[config.mk]
export PLATFORM = sky130hd
export DESIGN_NAME = regfile_write_ctrl_flat
export DESIGN_NICKNAME = d
export VERILOG_FILES = /design/src/rtl/regfile_pkg.sv /design/src/rtl/regfile_write_ctrl_if.sv /design/src/rtl/regfile_write_ctrl_rr_arbiter.sv /design/src/rtl/regfile_write_ctrl.sv /design/src/flat_wrapper.sv
export SDC_FILE = /design/constraint.sdc
export NUM_CORES = 1
export LEC_CHECK = 0
export ABC_AREA = 1
export BUFFER_PORTS_ARGS = -buffer_cell sky130_fd_sc_hd__buf_2
export CAP_MARGIN = 15
export CELL_PAD_IN_SITES_DETAIL_PLACEMENT = 0
export CELL_PAD_IN_SITES_GLOBAL_PLACEMENT = 2
export CORE_MARGIN = 4
export CORE_UTILIZATION = 27
export DETAILED_ROUTE_END_ITERATION = 6
export GPL_ROUTABILITY_DRIVEN = 0
export HOLD_SLACK_MARGIN = 0.08
export PLACE_DENSITY_LB_ADDON = 0.1
export SLEW_MARGIN = 20
export SYNTH_ARGS = -nofsm -noshare
export SYNTH_HDL_FRONTEND = slang
export SYNTH_SLANG_ARGS = --single-unit
[constraint.sdc]
create_clock -name clk -period 3.67 [get_ports clk]
set_input_delay 0.5505 -clock clk [delete_from_list [all_inputs] [get_ports clk]]
set_output_delay 0.5505 -clock clk [all_outputs]
set_load 0.05 [all_outputs]
[src/rtl/regfile_pkg.sv]
// Shared constants and types for the register-file write-port controller.
package regfile_pkg;

  localparam int unsigned RF_DATA_W = 8;
  localparam int unsigned RF_ADDR_W = 3;
  localparam int unsigned RF_DEPTH  = 2 ** RF_ADDR_W;

  typedef enum logic {
    INIT = 1'b0,
    RUN  = 1'b1
  } ctrl_state_t;

  localparam int unsigned REQ_ALU  = 0;
  localparam int unsigned REQ_LOAD = 1;
  localparam int unsigned REQ_EXT  = 2;

endpackage

[src/rtl/regfile_write_ctrl_if.sv]
// Valid/ready write-request bundle between the writeback sources and the controller.
interface regfile_write_ctrl_if #(
  parameter int unsigned NUM_REQ = 3,
  parameter int unsigned DATA_W  = 8,
  parameter int unsigned ADDR_W  = 3
);

  logic [NUM_REQ-1:0]        req_valid;
  logic [NUM_REQ*ADDR_W-1:0] req_addr;
  logic [NUM_REQ*DATA_W-1:0] req_data;
  logic [NUM_REQ-1:0]        req_ready;

  modport master (
    output req_valid,
    output req_addr,
    output req_data,
    input  req_ready
  );

  modport slave (
    input  req_valid,
    input  req_addr,
    input  req_data,
    output req_ready
  );

endinterface

[src/rtl/regfile_write_ctrl_rr_arbiter.sv]
// Combinational round-robin pick: first set request at or after rr_ptr, wrapping at NUM_REQ.
module rr_arbiter #(
  parameter int unsigned NUM_REQ = 3,
  parameter int unsigned PTR_W   = 2
) (
  input  logic [NUM_REQ-1:0] req,
  input  logic [PTR_W-1:0]   rr_ptr,
  output logic [NUM_REQ-1:0] grant,
  output logic [PTR_W-1:0]   winner,
  output logic               any_grant
);

  int unsigned sum;
  logic [PTR_W-1:0] idx;

  always_comb begin
    grant     = '0;
    winner    = '0;
    any_grant = 1'b0;
    sum       = 0;
    idx       = '0;
    for (int unsigned k = 0; k < NUM_REQ; k++) begin
      sum = 32'(rr_ptr) + k;
      if (sum >= NUM_REQ) sum = sum - NUM_REQ;
      idx = PTR_W'(sum);
      if (!any_grant && req[idx]) begin
        any_grant  = 1'b1;
        winner     = idx;
        grant[idx] = 1'b1;
      end
    end
  end

endmodule

[src/rtl/regfile_write_ctrl.sv]
// Owns the register-file write port: init sweep after reset / init_req, then
// round-robin sharing between writeback sources with a 1-cycle registered write.
module regfile_write_ctrl
  import regfile_pkg::*;
#(
  parameter int unsigned       NUM_REQ    = 3,
  parameter int unsigned       DATA_W     = RF_DATA_W,
  parameter int unsigned       ADDR_W     = RF_ADDR_W,
  parameter logic [DATA_W-1:0] INIT_VALUE = '0
) (
  input  logic                 clk,
  input  logic                 rst_n,
  input  logic                 init_req,
  regfile_write_ctrl_if.slave  req_if,
  output logic                 rf_we,
  output logic [ADDR_W-1:0]    rf_waddr,
  output logic [DATA_W-1:0]    rf_wdata,
  output logic                 init_done
);

  localparam int unsigned PTR_W = (NUM_REQ > 1) ? $clog2(NUM_REQ) : 1;
  localparam int unsigned CNT_W = ADDR_W + 1;
  localparam int unsigned DEPTH = 2 ** ADDR_W;

  ctrl_state_t       state_q, state_d;
  logic [CNT_W-1:0]  init_cnt_q, init_cnt_d;
  logic [PTR_W-1:0]  rr_ptr_q, rr_ptr_d;
  logic              we_d, done_d;
  logic [ADDR_W-1:0] waddr_d;
  logic [DATA_W-1:0] wdata_d;

  logic [NUM_REQ-1:0] grant;
  logic [PTR_W-1:0]   winner;
  logic               any_grant;
  logic               accept;

  logic [ADDR_W-1:0] addr_arr [NUM_REQ];
  logic [DATA_W-1:0] data_arr [NUM_REQ];

  for (genvar i = 0; i < NUM_REQ; i++) begin : g_unpack
    assign addr_arr[i] = req_if.req_addr[i*ADDR_W +: ADDR_W];
    assign data_arr[i] = req_if.req_data[i*DATA_W +: DATA_W];
  end

  rr_arbiter #(
    .NUM_REQ (NUM_REQ),
    .PTR_W   (PTR_W)
  ) u_arb (
    .req       (req_if.req_valid),
    .rr_ptr    (rr_ptr_q),
    .grant     (grant),
    .winner    (winner),
    .any_grant (any_grant)
  );

  // Grants are only visible once the sweep has completed.
  assign req_if.req_ready = init_done ? grant : '0;
  assign accept           = init_done & any_grant;

  always_comb begin
    state_d    = state_q;
    init_cnt_d = init_cnt_q;
    rr_ptr_d   = rr_ptr_q;
    we_d       = 1'b0;
    waddr_d    = rf_waddr;
    wdata_d    = rf_wdata;
    done_d     = init_done;

    case (state_q)
      INIT: begin
        done_d     = 1'b0;
        we_d       = 1'b1;
        waddr_d    = ADDR_W'(init_cnt_q);
        wdata_d    = INIT_VALUE;
        init_cnt_d = init_cnt_q + CNT_W'(1);
        if (init_cnt_q == CNT_W'(DEPTH - 1)) begin
          state_d    = RUN;
          init_cnt_d = '0;
        end
        if (init_req) begin
          state_d    = INIT;
          init_cnt_d = '0;
        end
      end

      RUN: begin
        done_d = 1'b1;
        if (accept) begin
          we_d     = 1'b1;
          waddr_d  = addr_arr[winner];
          wdata_d  = data_arr[winner];
          rr_ptr_d = (winner == PTR_W'(NUM_REQ - 1)) ? '0 : winner + PTR_W'(1);
        end
        // A same-cycle accepted write still lands; the sweep overwrites it.
        if (init_req) begin
          state_d    = INIT;
          init_cnt_d = '0;
          rr_ptr_d   = '0;
          done_d     = 1'b0;
        end
      end

      default: state_d = INIT;
    endcase
  end

  always_ff @(posedge clk or negedge rst_n) begin
    if (!rst_n) begin
      state_q    <= INIT;
      init_cnt_q <= '0;
      rr_ptr_q   <= '0;
      rf_we      <= 1'b0;
      rf_waddr   <= '0;
      rf_wdata   <= '0;
      init_done  <= 1'b0;
    end else begin
      state_q    <= state_d;
      init_cnt_q <= init_cnt_d;
      rr_ptr_q   <= rr_ptr_d;
      rf_we      <= we_d;
      rf_waddr   <= waddr_d;
      rf_wdata   <= wdata_d;
      init_done  <= done_d;
    end
  end

endmodule

[src/flat_wrapper.sv]
// flat-port wrapper written by rule: the top's interface ports become plain ports
module regfile_write_ctrl_flat import regfile_pkg::*;
#(
  parameter int unsigned       NUM_REQ    = 3,
  parameter int unsigned       DATA_W     = RF_DATA_W,
  parameter int unsigned       ADDR_W     = RF_ADDR_W,
  parameter logic [DATA_W-1:0] INIT_VALUE = '0
)
  (clk, rst_n, init_req, rf_we, rf_waddr, rf_wdata, init_done, req_if_req_valid, req_if_req_addr, req_if_req_data, req_if_req_ready);
  regfile_write_ctrl_if #(.NUM_REQ(NUM_REQ), .DATA_W(DATA_W), .ADDR_W(ADDR_W)) req_if_i ();
  input  logic clk;
  input  logic rst_n;
  input  logic init_req;
  output logic rf_we;
  output logic [ADDR_W-1:0] rf_waddr;
  output logic [DATA_W-1:0] rf_wdata;
  output logic init_done;
  input wire logic [$bits(req_if_i.req_valid)-1:0] req_if_req_valid;
  input wire logic [$bits(req_if_i.req_addr)-1:0] req_if_req_addr;
  input wire logic [$bits(req_if_i.req_data)-1:0] req_if_req_data;
  output wire logic [$bits(req_if_i.req_ready)-1:0] req_if_req_ready;
  assign req_if_i.req_valid = req_if_req_valid;
  assign req_if_i.req_addr = req_if_req_addr;
  assign req_if_i.req_data = req_if_req_data;
  assign req_if_req_ready = req_if_i.req_ready;
  regfile_write_ctrl #(.NUM_REQ(NUM_REQ), .DATA_W(DATA_W), .ADDR_W(ADDR_W), .INIT_VALUE(INIT_VALUE)) u_core (.clk(clk), .rst_n(rst_n), .init_req(init_req), .req_if(req_if_i), .rf_we(rf_we), .rf_waddr(rf_waddr), .rf_wdata(rf_wdata), .init_done(init_done));
endmodule
==> out/results.ini, run 1 <==
[sta]
grt_setup_unrepaired = false
final.period_utilization = 0.767
skew_ns = 0.00358
post-route-min-period_ns = 2.82
tns_ns = 0
hold_violations = 0
relSlewSlack = 0.705
holdWs_ns = 0.229
slew_violations = 0
max_freq_mhz = 355
final-setup-viol-count = 0
tightest_slew_ns = 0.442

[cells_and_area]
final_area_um2 = 1910
final_common_cell = nand2_1
drive_above_1_share = 0.253
n_fill_cell = 653
n_antenna_cell = 0
mostFrequentLayoutCells = 88 x nand2_1, 54 x buf_2, 36 x nand3_1
syn_to_final_growth_pct = 23.7
finalNetCount = 337

[floorplanning]
initial_utilization = 0.280
ios = 55
rows = 27
dieArea_um2 = 6980
die_width_um = 83.6
die_h_um = 83.6
coreArea_um2 = 5510

[global_routing]
overflow = 0
grt_start_max_net_pins = 21
first_global_vias = 1587
antenna_found_initial = 0
grt_pass1_wl_um = 7460
grt_usage = 0.128

[place]
numPortBuffers = 54
place_area_um2 = 1850
dp_hpwl_um = 3500

[clock_tree]
post_cts_buffers = 0
cts_root_buffer = clkbuf_8
cts_sinks = 20
cts_buffers = 3
insertion_delay_ns = 0.26
clockBufferDepth = 2
ctsHoldBuffers = 0
tritoncts = done
clk_pin_slew_ns = 0.07
h-tree-depth = 1
cts_resized = 0

[worst_setup_path]
path_class = flop to output pin
rr_startpoint = u_core.rr_ptr_q[0]$_DFFE_PN0P_
cp_max_fo = 14
startpoint_type = flop
crit_required_ns = 3.12
cp_slowest_cell = ha_1
path_cells = inv_1 -> ha_1 -> inv_2 -> nand2_1 -> nand3_1 -> nand2_1 -> nand2_2 -> nand2_2 -> nand2_4 -> a21oi_1 -> buf_2
critical_path.top_delay_family = simple AND/OR/NAND/NOR gates
cpPeakStageDelay_ns = 0.40
worst_setup_path_end_kind = output pin
cp_num_buf_inv = 3
worst_ep_arrival_time_ns = 2.27
r2r-end = u_core.rf_waddr[0]$_DFFE_PN0P_
rrSetupSlack_ns = 1.32
r2r_cells = 13

[flow_run]
drv_cap = 0

[pwr]
ir_worst_vdd_v = 0.000216
p_total_w = 0.000560
p_per_area_nw_per_um2 = 294
leakage_nw = 1.13

[synthesis]
synth_cell_types = 26
syn_nets = 284
yosysSeqAreaShare = 0.325
synthCells = 240
synth_seq_cells = 20
yosysWarnings = 0
syn_area_per_cell_um2 = 6.42
syn_area_um2 = 1540

[route]
drc = 0
vias = 1597
drt-initial-drc-count = 48
ant_nets = 0
drt_wl_total_um = 4340
via_per_inst = 4.39
firstDrtPassIters = 4
wl_per_cell_um = 11.9

[outcome]
status = finished clean

[hold_path]
hold_path.class = input port to async pin

==> power by group <==
part | switching, W | internal, W
clock network | 0.0000695 | 0.0000955
registers | 0.00000606 | 0.000228
logic | 0.000106 | 0.0000554
total | 0.000181 | 0.000378
==> cells in the mapped netlist <==
library cell  instances  area [µm²]
a31oi_1               2        12.5
nand4_2               1        12.5
nor3_1                1        5.00
xor2_1                1        8.76
nand3_1              36         180
a21boi_1              1        7.51
buf_4                 3        22.5
o211ai_1              1        7.51
nor2_4                1        11.3
nand3_2               2        20.0
inv_2                 5        18.8
nor2_1               14        52.6
nand4_1               1        6.26
o21ai_0               5        25.0
ha_1                  5        62.6
nand2_1              88         330
nand2_4               2        22.5
o22ai_1               1        6.26
a21oi_1               8        40.0
buf_6                 2        22.5
dfrtp_1              20         500
inv_1                33         124
nand2_2               4        25.0
buf_2                 1        5.00
clkinv_1              1        3.75
o21ai_2               1        8.76
==> worst max path at each step <==
stage	endpoint	slack, ns	cells past startpoint	startpoint
floorplan	req_if_req_ready[1]	0.89	11	u_core.rr_ptr_q[0]$_DFFE_PN0P_
global placement	req_if_req_ready[1]	1.14	11	u_core.rr_ptr_q[0]$_DFFE_PN0P_
detailed placement	req_if_req_ready[1]	1.12	11	u_core.rr_ptr_q[0]$_DFFE_PN0P_
CTS	req_if_req_ready[1]	0.83	11	u_core.rr_ptr_q[0]$_DFFE_PN0P_
global route	req_if_req_ready[1]	0.65	11	u_core.rr_ptr_q[0]$_DFFE_PN0P_
finish	req_if_req_ready[1]	0.85	11	u_core.rr_ptr_q[0]$_DFFE_PN0P_
==> layer usage <==
layer  wire length, µm  vias up  track usage
li1                  -      854            -
met1              2180      699        0.187
met2              1920       37        0.195
met3               174        7       0.0178
met4                63        0       0.0395
met5                 0        -            0
==> flip-flops by register name, indices dropped and copies added (netlist names) <==
name and count:
u_core.rf_we 1, u_core.state_q 1, u_core.rf_wdata 8, u_core.rr_ptr_q 2, u_core.rf_waddr 3, u_core.init_done 1, u_core.init_cnt_q 4
==> stage by stage <==
stage               setup slack, ns  instances  utilization
floorplan                     0.887        240            -
global placement               1.14        360        0.336
detailed placement             1.12        360        0.336
CTS                           0.828        364        0.346
global route                  0.647        364        0.346
finish                        0.854        364        0.346
==> final cells by class <==
class	count	area, µm²	share of cell area
Multi-Input combinational cell	175	845	0.443
Sequential cell	20	500	0.262
Timing Repair Buffer	54	270	0.142
Inverter	39	146	0.0768
Tap cell	72	90.1	0.0472
Clock buffer	4	55.1	0.0289
==> cells by family after synthesis <==
logic type	count (synthesis)	share of synthesized area
adders and majority gates	5	0.0406
AOI/OAI and AO/OA	19	0.0698
buffers and inverters	45	0.127
DFF	20	0.325
xor gates and xnor gates	1	0.00568
and+or+nand+nor	150	0.432
==> worst reg2reg max path: stages, from the launching register on <==
cell and delay (ns):
dfrtp_1 0.39, inv_1 0.08, ha_1 0.40, inv_2 0.10, nand2_1 0.07, nand3_1 0.06, nand2_1 0.13, nand4_2 0.33
nand2_2 0.32, nand2_1 0.07, nand3_1 0.12, nand2_1 0.07, nand2_1 0.06, nand2_1 0.05
Note: power is estimated with default switching activity, not from simulation.
==> run 2, diff against run 1 <==
ABC_AREA = 0   (was 1)
CORE_UTILIZATION = 28   (was 27)
clock period = 2.8 ns   (was 3.67 ns; I/O delays follow)
==> out/results.ini, run 2 <==
[cells_and_area]
mostFrequentLayoutCells = 53 x buf_2, 20 x dfrtp_1, 19 x o221ai_1
finalNetCount = 260
top_register = u_core.rf_wdata
syn_to_final_growth_pct = 31.6
largest_reg_flops = 8
drive_above_1_share = 0.395
final_common_cell = buf_2
biggestRegsByFlops = u_core.rf_wdata x8, u_core.init_cnt_q x4, u_core.rf_waddr x3
n_antenna_cell = 0

[sta]
grt_setup_unrepaired = true
max_freq_mhz = 375
holdWs_ns = 0.109
final.period_utilization = 0.954
skew_ns = 0.00494
setup_ws_ns = 0.130
tightest_slew_ns = 0.486
hold_violations = 0
final-setup-viol-count = 0
relSlewSlack = 0.676
post-route-min-period_ns = 2.67
slew_violations = 0

[pwr]
ir_worst_vdd_v = 0.000166
p_per_area_nw_per_um2 = 458
leakage_nw = 0.912

[clock_tree]
cts_buffers = 3
insertion_delay_ns = 0.26
tritoncts = done
cts_root_buffer = clkbuf_8
ctsHoldBuffers = 0
cts_sinks = 20
clk_pin_slew_ns = 0.08
post_cts_buffers = 0
h-tree-depth = 1
clockBufferDepth = 2

[global_routing]
first_global_vias = 1588
overflow = 0
grt_usage = 0.144
antenna_found_initial = 0
grt_pass1_wl_um = 7490
grt_start_max_net_pins = 21

[synthesis]
synth_seq_cells = 20
synth_simple_gate_area_frac = 0.164
netlist_top_cells_area = dfrtp_1 34%, o221ai_1 11%, a32o_1 5.4%, inv_1 4.3%, ha_1 4.2%
yosysSeqAreaShare = 0.338
synth_top_area_cell = dfrtp_1
synth-edff-count = 0
synth.most_common_cell = dfrtp_1
async_flop_share = 1.00
syn_area_per_cell_um2 = 9.32
syn_nets = 203
synthCells = 159
syn_area_um2 = 1480
ys.flop_type = dfrtp_1
synth_cell_types = 42
synthXorXnorAreaFrac = 0.00591
yosys-top-cells-count = 20 x dfrtp_1, 19 x o221ai_1, 17 x inv_1, 11 x nor2_1
muxShareOfSynthArea = 0.0675
yosysWarnings = 0
synth_compound_area_frac = 0.301
synth_top_family_by_area = compound AO/OA/AOI/OAI gates
synthAdderAreaFrac = 0.0422
synth_top_area_frac = 0.338

[worst_setup_path]
path_class = flop to output pin
crit_required_ns = 2.38
cp_max_fo = 5
worst_setup_path_end_kind = output pin
worst_ep_arrival_time_ns = 2.25
startpoint_type = flop

[floorplanning]
dieArea_um2 = 6520
rows = 26
die_h_um = 80.8
ios = 55
coreArea_um2 = 5110
die_width_um = 80.8
initial_utilization = 0.290

[flow_run]
drv_cap = 0

[route]
via_per_inst = 5.18
ant_nets = 0
drt_wl_total_um = 4500
firstDrtPassIters = 4
vias = 1477
drt-initial-drc-count = 83
wl_per_cell_um = 15.8
drc = 0

[outcome]
status = finished clean

[place]
dp_hpwl_um = 3460
numPortBuffers = 54
place_worst_setup_slack_ns = 0.190

[hold_path]
hold_path.class = input port to async pin

-- run 2: changes by cell type after synthesis, sizes merged, moves of 4 or more --
cell | previous run | this run
nor2 | 15 | 11
o221ai | 0 | 20
a32o | 0 | 8
or3 | 0 | 8
nor2b | 0 | 6
nand2 | 94 | 3
mux2i | 0 | 7
inv | 38 | 18
nand3 | 38 | 2
-- run 2: logic make-up after synthesis --
family,Yosys count
multiplexers,9
adder cells (fa/ha/maj),5
XOR/XNOR,1
flip-flops,20
AO/OA/AOI/OAI,53
AND/OR/NAND/NOR,43
buffers and inverters,28
-- run 2: repair_timing --
item / 4_1_cts / 5_1_grt
endpoints found under the hold margin: 0 / 0
setup endpoints to repair: 2 / 3
resized for setup: 2 / 9
-- run 2: metrics by stage --
step	power (W)	instances	setup TNS, ns	util	area, µm²
CTS	0.000886	285	0	0.375	1910
finish	0.000894	285	0	0.382	1950
global placement	0.000648	281	0	0.364	1860
detailed placement	0.000654	281	0	0.364	1860
floorplan	0.000546	159	0	-	1490
global route	0.000956	285	-0.0342	0.382	1950
-- run 2: power by group --
group / leakage (nW) / internal, W / switching (W) / total, W
registers: 0.262 / 0.000300 / 0.0000104 / 0.000311
clock network: 0.0288 / 0.000125 / 0.000101 / 0.000227
logic: 0.622 / 0.000150 / 0.000207 / 0.000357
-- run 2: cell type report --
class,instances,area (µm²)
Fill cell,553,3160
Multi-Input combinational cell,111,905
Sequential cell,20,500
Timing Repair Buffer,62,337
Tap cell,70,87.6
Inverter,18,67.6
Clock buffer,4,55.1
-- run 2: path summary, 6_finish.rpt --
check                                          startpoint                          endpoint  slack, ns  depth (start not counted)
max                        u_core.rr_ptr_q[0]$_DFFE_PN0P_               req_if_req_ready[0]       0.13                          8
min                                                 rst_n    u_core.rf_wdata[4]$_DFFE_PN0P_       0.11                          1
max reg2reg                u_core.rr_ptr_q[0]$_DFFE_PN0P_    u_core.rf_wdata[1]$_DFFE_PN0P_       0.19                          9
min reg2reg                u_core.rf_wdata[3]$_DFFE_PN0P_    u_core.rf_wdata[3]$_DFFE_PN0P_       0.50                          1
max in group asynchronous                           rst_n    u_core.rr_ptr_q[0]$_DFFE_PN0P_       2.36                          1
min in group clk                                 init_req  u_core.init_cnt_q[2]$_DFFE_PN0N_       0.42                          2
-- run 2: per-layer routing --
layer | GRT usage | vias to the layer above | wire (µm)
met1 | 0.203 | 720 | 2110
met2 | 0.224 | 32 | 2150
met4 | 0.0372 | 0 | 20
met3 | 0.0322 | 2 | 215
met5 | 0 | - | 0
li1 | - | 723 | -
-- run 2: critical path, stage by stage (launching register included) --
cell      delay [ns]
dfrtp_1         0.41
inv_1           0.12
ha_2            0.27
mux2_2          0.40
a21oi_4         0.21
nor2_1          0.07
a221oi_2        0.25
a211oi_2        0.08
buf_6           0.17
==> run 3, diff against run 2 <==
BUFFER_PORTS_ARGS = -buffer_cell sky130_fd_sc_hd__clkbuf_2   (was -buffer_cell sky130_fd_sc_hd__buf_2)
CORE_UTILIZATION = 26   (was 28)
clock period = 2.4 ns   (was 2.8 ns; I/O delays follow)
==> out/results.ini, run 3 (synthesis results as in run 2) <==
[worst_setup_path]
crit_top_cell = mux2i_4
path_cells = inv_4 -> ha_4 -> mux2i_4 -> mux2i_4 -> buf_4 -> a211oi_4 -> buf_12
path_class = flop to output pin
cpPeakStageDelay_ns = 0.46
cp_num_buf_inv = 3
startpoint_type = flop
critical_path.top_delay_family = flip-flops
crit_required_ns = 2.04
cp_max_fo = 5
worst_setup_path_end_kind = output pin
worst_ep_arrival_time_ns = 2.04
cp_slowest_cell = dfrtp_2

[sta]
tns_ns = 0
hold_violations = 0
tightest_slew_ns = 0.522
post-route-min-period_ns = 2.40
skew_ns = 0.00159
final.period_utilization = 0.998
max_freq_mhz = 417
slew_violations = 0
grt_setup_unrepaired = true
setup_ws_ns = 0.00437
final-setup-viol-count = 0
relSlewSlack = 0.652

[clock_tree]
h-tree-depth = 1
insertion_delay_ns = 0.26
clk_pin_slew_ns = 0.09
cts_sinks = 20
clockBufferDepth = 2
cts_buffers = 3
tritoncts = done
cts_root_buffer = clkbuf_8

[global_routing]
antenna_found_initial = 0
grt_start_max_net_pins = 21
grt_pass1_wl_um = 7450
first_global_vias = 1504
grt_usage = 0.130
overflow = 0

[floorplanning]
ios = 55
initial_utilization = 0.269
rows = 27
die_width_um = 83.5
coreArea_um2 = 5510
die_h_um = 83.5
dieArea_um2 = 6970

[route]
firstDrtPassIters = 4
ant_nets = 0
via_per_inst = 5.15
drc = 0
vias = 1582
drt-initial-drc-count = 61
drt_wl_total_um = 4670
wl_per_cell_um = 15.2

[cells_and_area]
syn_to_final_growth_pct = 52.7
final_area_um2 = 2260
drive_above_1_share = 0.481
finalNetCount = 280
final_common_cell = clkbuf_2
fin_cells = 307
mostFrequentLayoutCells = 51 x clkbuf_2, 24 x buf_4, 19 x o221ai_1, 19 x dfrtp_1, 14 x inv_1
top_register = u_core.rf_wdata
n_antenna_cell = 0
biggestRegsByFlops = u_core.rf_wdata x8, u_core.init_cnt_q x4, u_core.rf_waddr x3
largest_reg_flops = 8

[pwr]
leakage_nw = 1.04
ir_worst_vdd_v = 0.000230
p_per_area_nw_per_um2 = 539

[place]
place_area_um2 = 2010
numPortBuffers = 54
place_worst_setup_slack_ns = -0.0518
place_inst = 293
dp_hpwl_um = 3680

[outcome]
status = finished clean

[flow_run]
drv_cap = 0

[hold_path]
hold_path.class = input port to flop

==> run 3: cell count changes in the layout (fill, tap and decap cells not counted), sizes merged <==
cell	change
buf	-32
dlygate4sd3	+1
bufinv	+1
clkbuf	+50
==> run 3: power by group <==
part / leakage, nW / internal, W / total [W] / switching (W)
combinational: 0.746 / 0.000241 / 0.000507 / 0.000266
clock: 0.0357 / 0.000223 / 0.000352 / 0.000129
sequential: 0.261 / 0.000350 / 0.000361 / 0.0000112
==> run 3: through the flow <==
step	util	hold WS, ns	total power [W]
3_5_place_dp	0.364	0.373	0.000798
5_1_grt	0.411	0.372	0.00130
6_report	0.411	0.367	0.00122
4_1_cts	0.396	0.365	0.00119
2_1_floorplan	-	0.0644	0.000644
3_3_place_gp	0.364	0.359	0.000792
==> run 3: final timing paths <==
path,cells after the start,slack [ns],to,from
worst min register to register,1,0.50,u_core.rf_wdata[3]$_DFFE_PN0P_,u_core.rf_wdata[3]$_DFFE_PN0P_
worst min-delay path,2,0.37,u_core.init_cnt_q[2]$_DFFE_PN0N_,init_req
worst max register to register,9,0.13,u_core.rf_waddr[0]$_DFFE_PN0P_,u_core.rr_ptr_q[0]$_DFFE_PN0P_
max in group asynchronous,2,1.42,u_core.rr_ptr_q[1]$_DFFE_PN0P_,rst_n
min in group asynchronous,2,0.60,u_core.rf_wdata[0]$_DFFE_PN0P_,rst_n
worst max-delay path,7,0.004,req_if_req_ready[0],u_core.rr_ptr_q[1]$_DFFE_PN0P_
==> run 3: area by class of cell <==
class,instances,area [µm²]
Fill cell,555,3240
Multi-Input combinational cell,111,980
Timing Repair Buffer,82,552
Sequential cell,20,502
Tap cell,72,90.1
Inverter,18,70.1
Clock buffer,3,41.3
Clock inverter,1,30.0
==> run 3: timing repair <==
item,CTS,global route
pin swaps,6,5
setup buffers,4,5
setup endpoints to repair,14,8
hold endpoints to repair,1,0
hold buffers,1,0
resized for setup,13,12
==> run 3: per-layer routing <==
metal  share of wire  global-route usage  wire [µm]  vias up
li1                -                   -          -      759
met1            0.45               0.170       2090      765
met2            0.48               0.213       2230       52
met3           0.060              0.0434        280        6
met4           0.014              0.0175         67        0
met5               0                   0          0        -
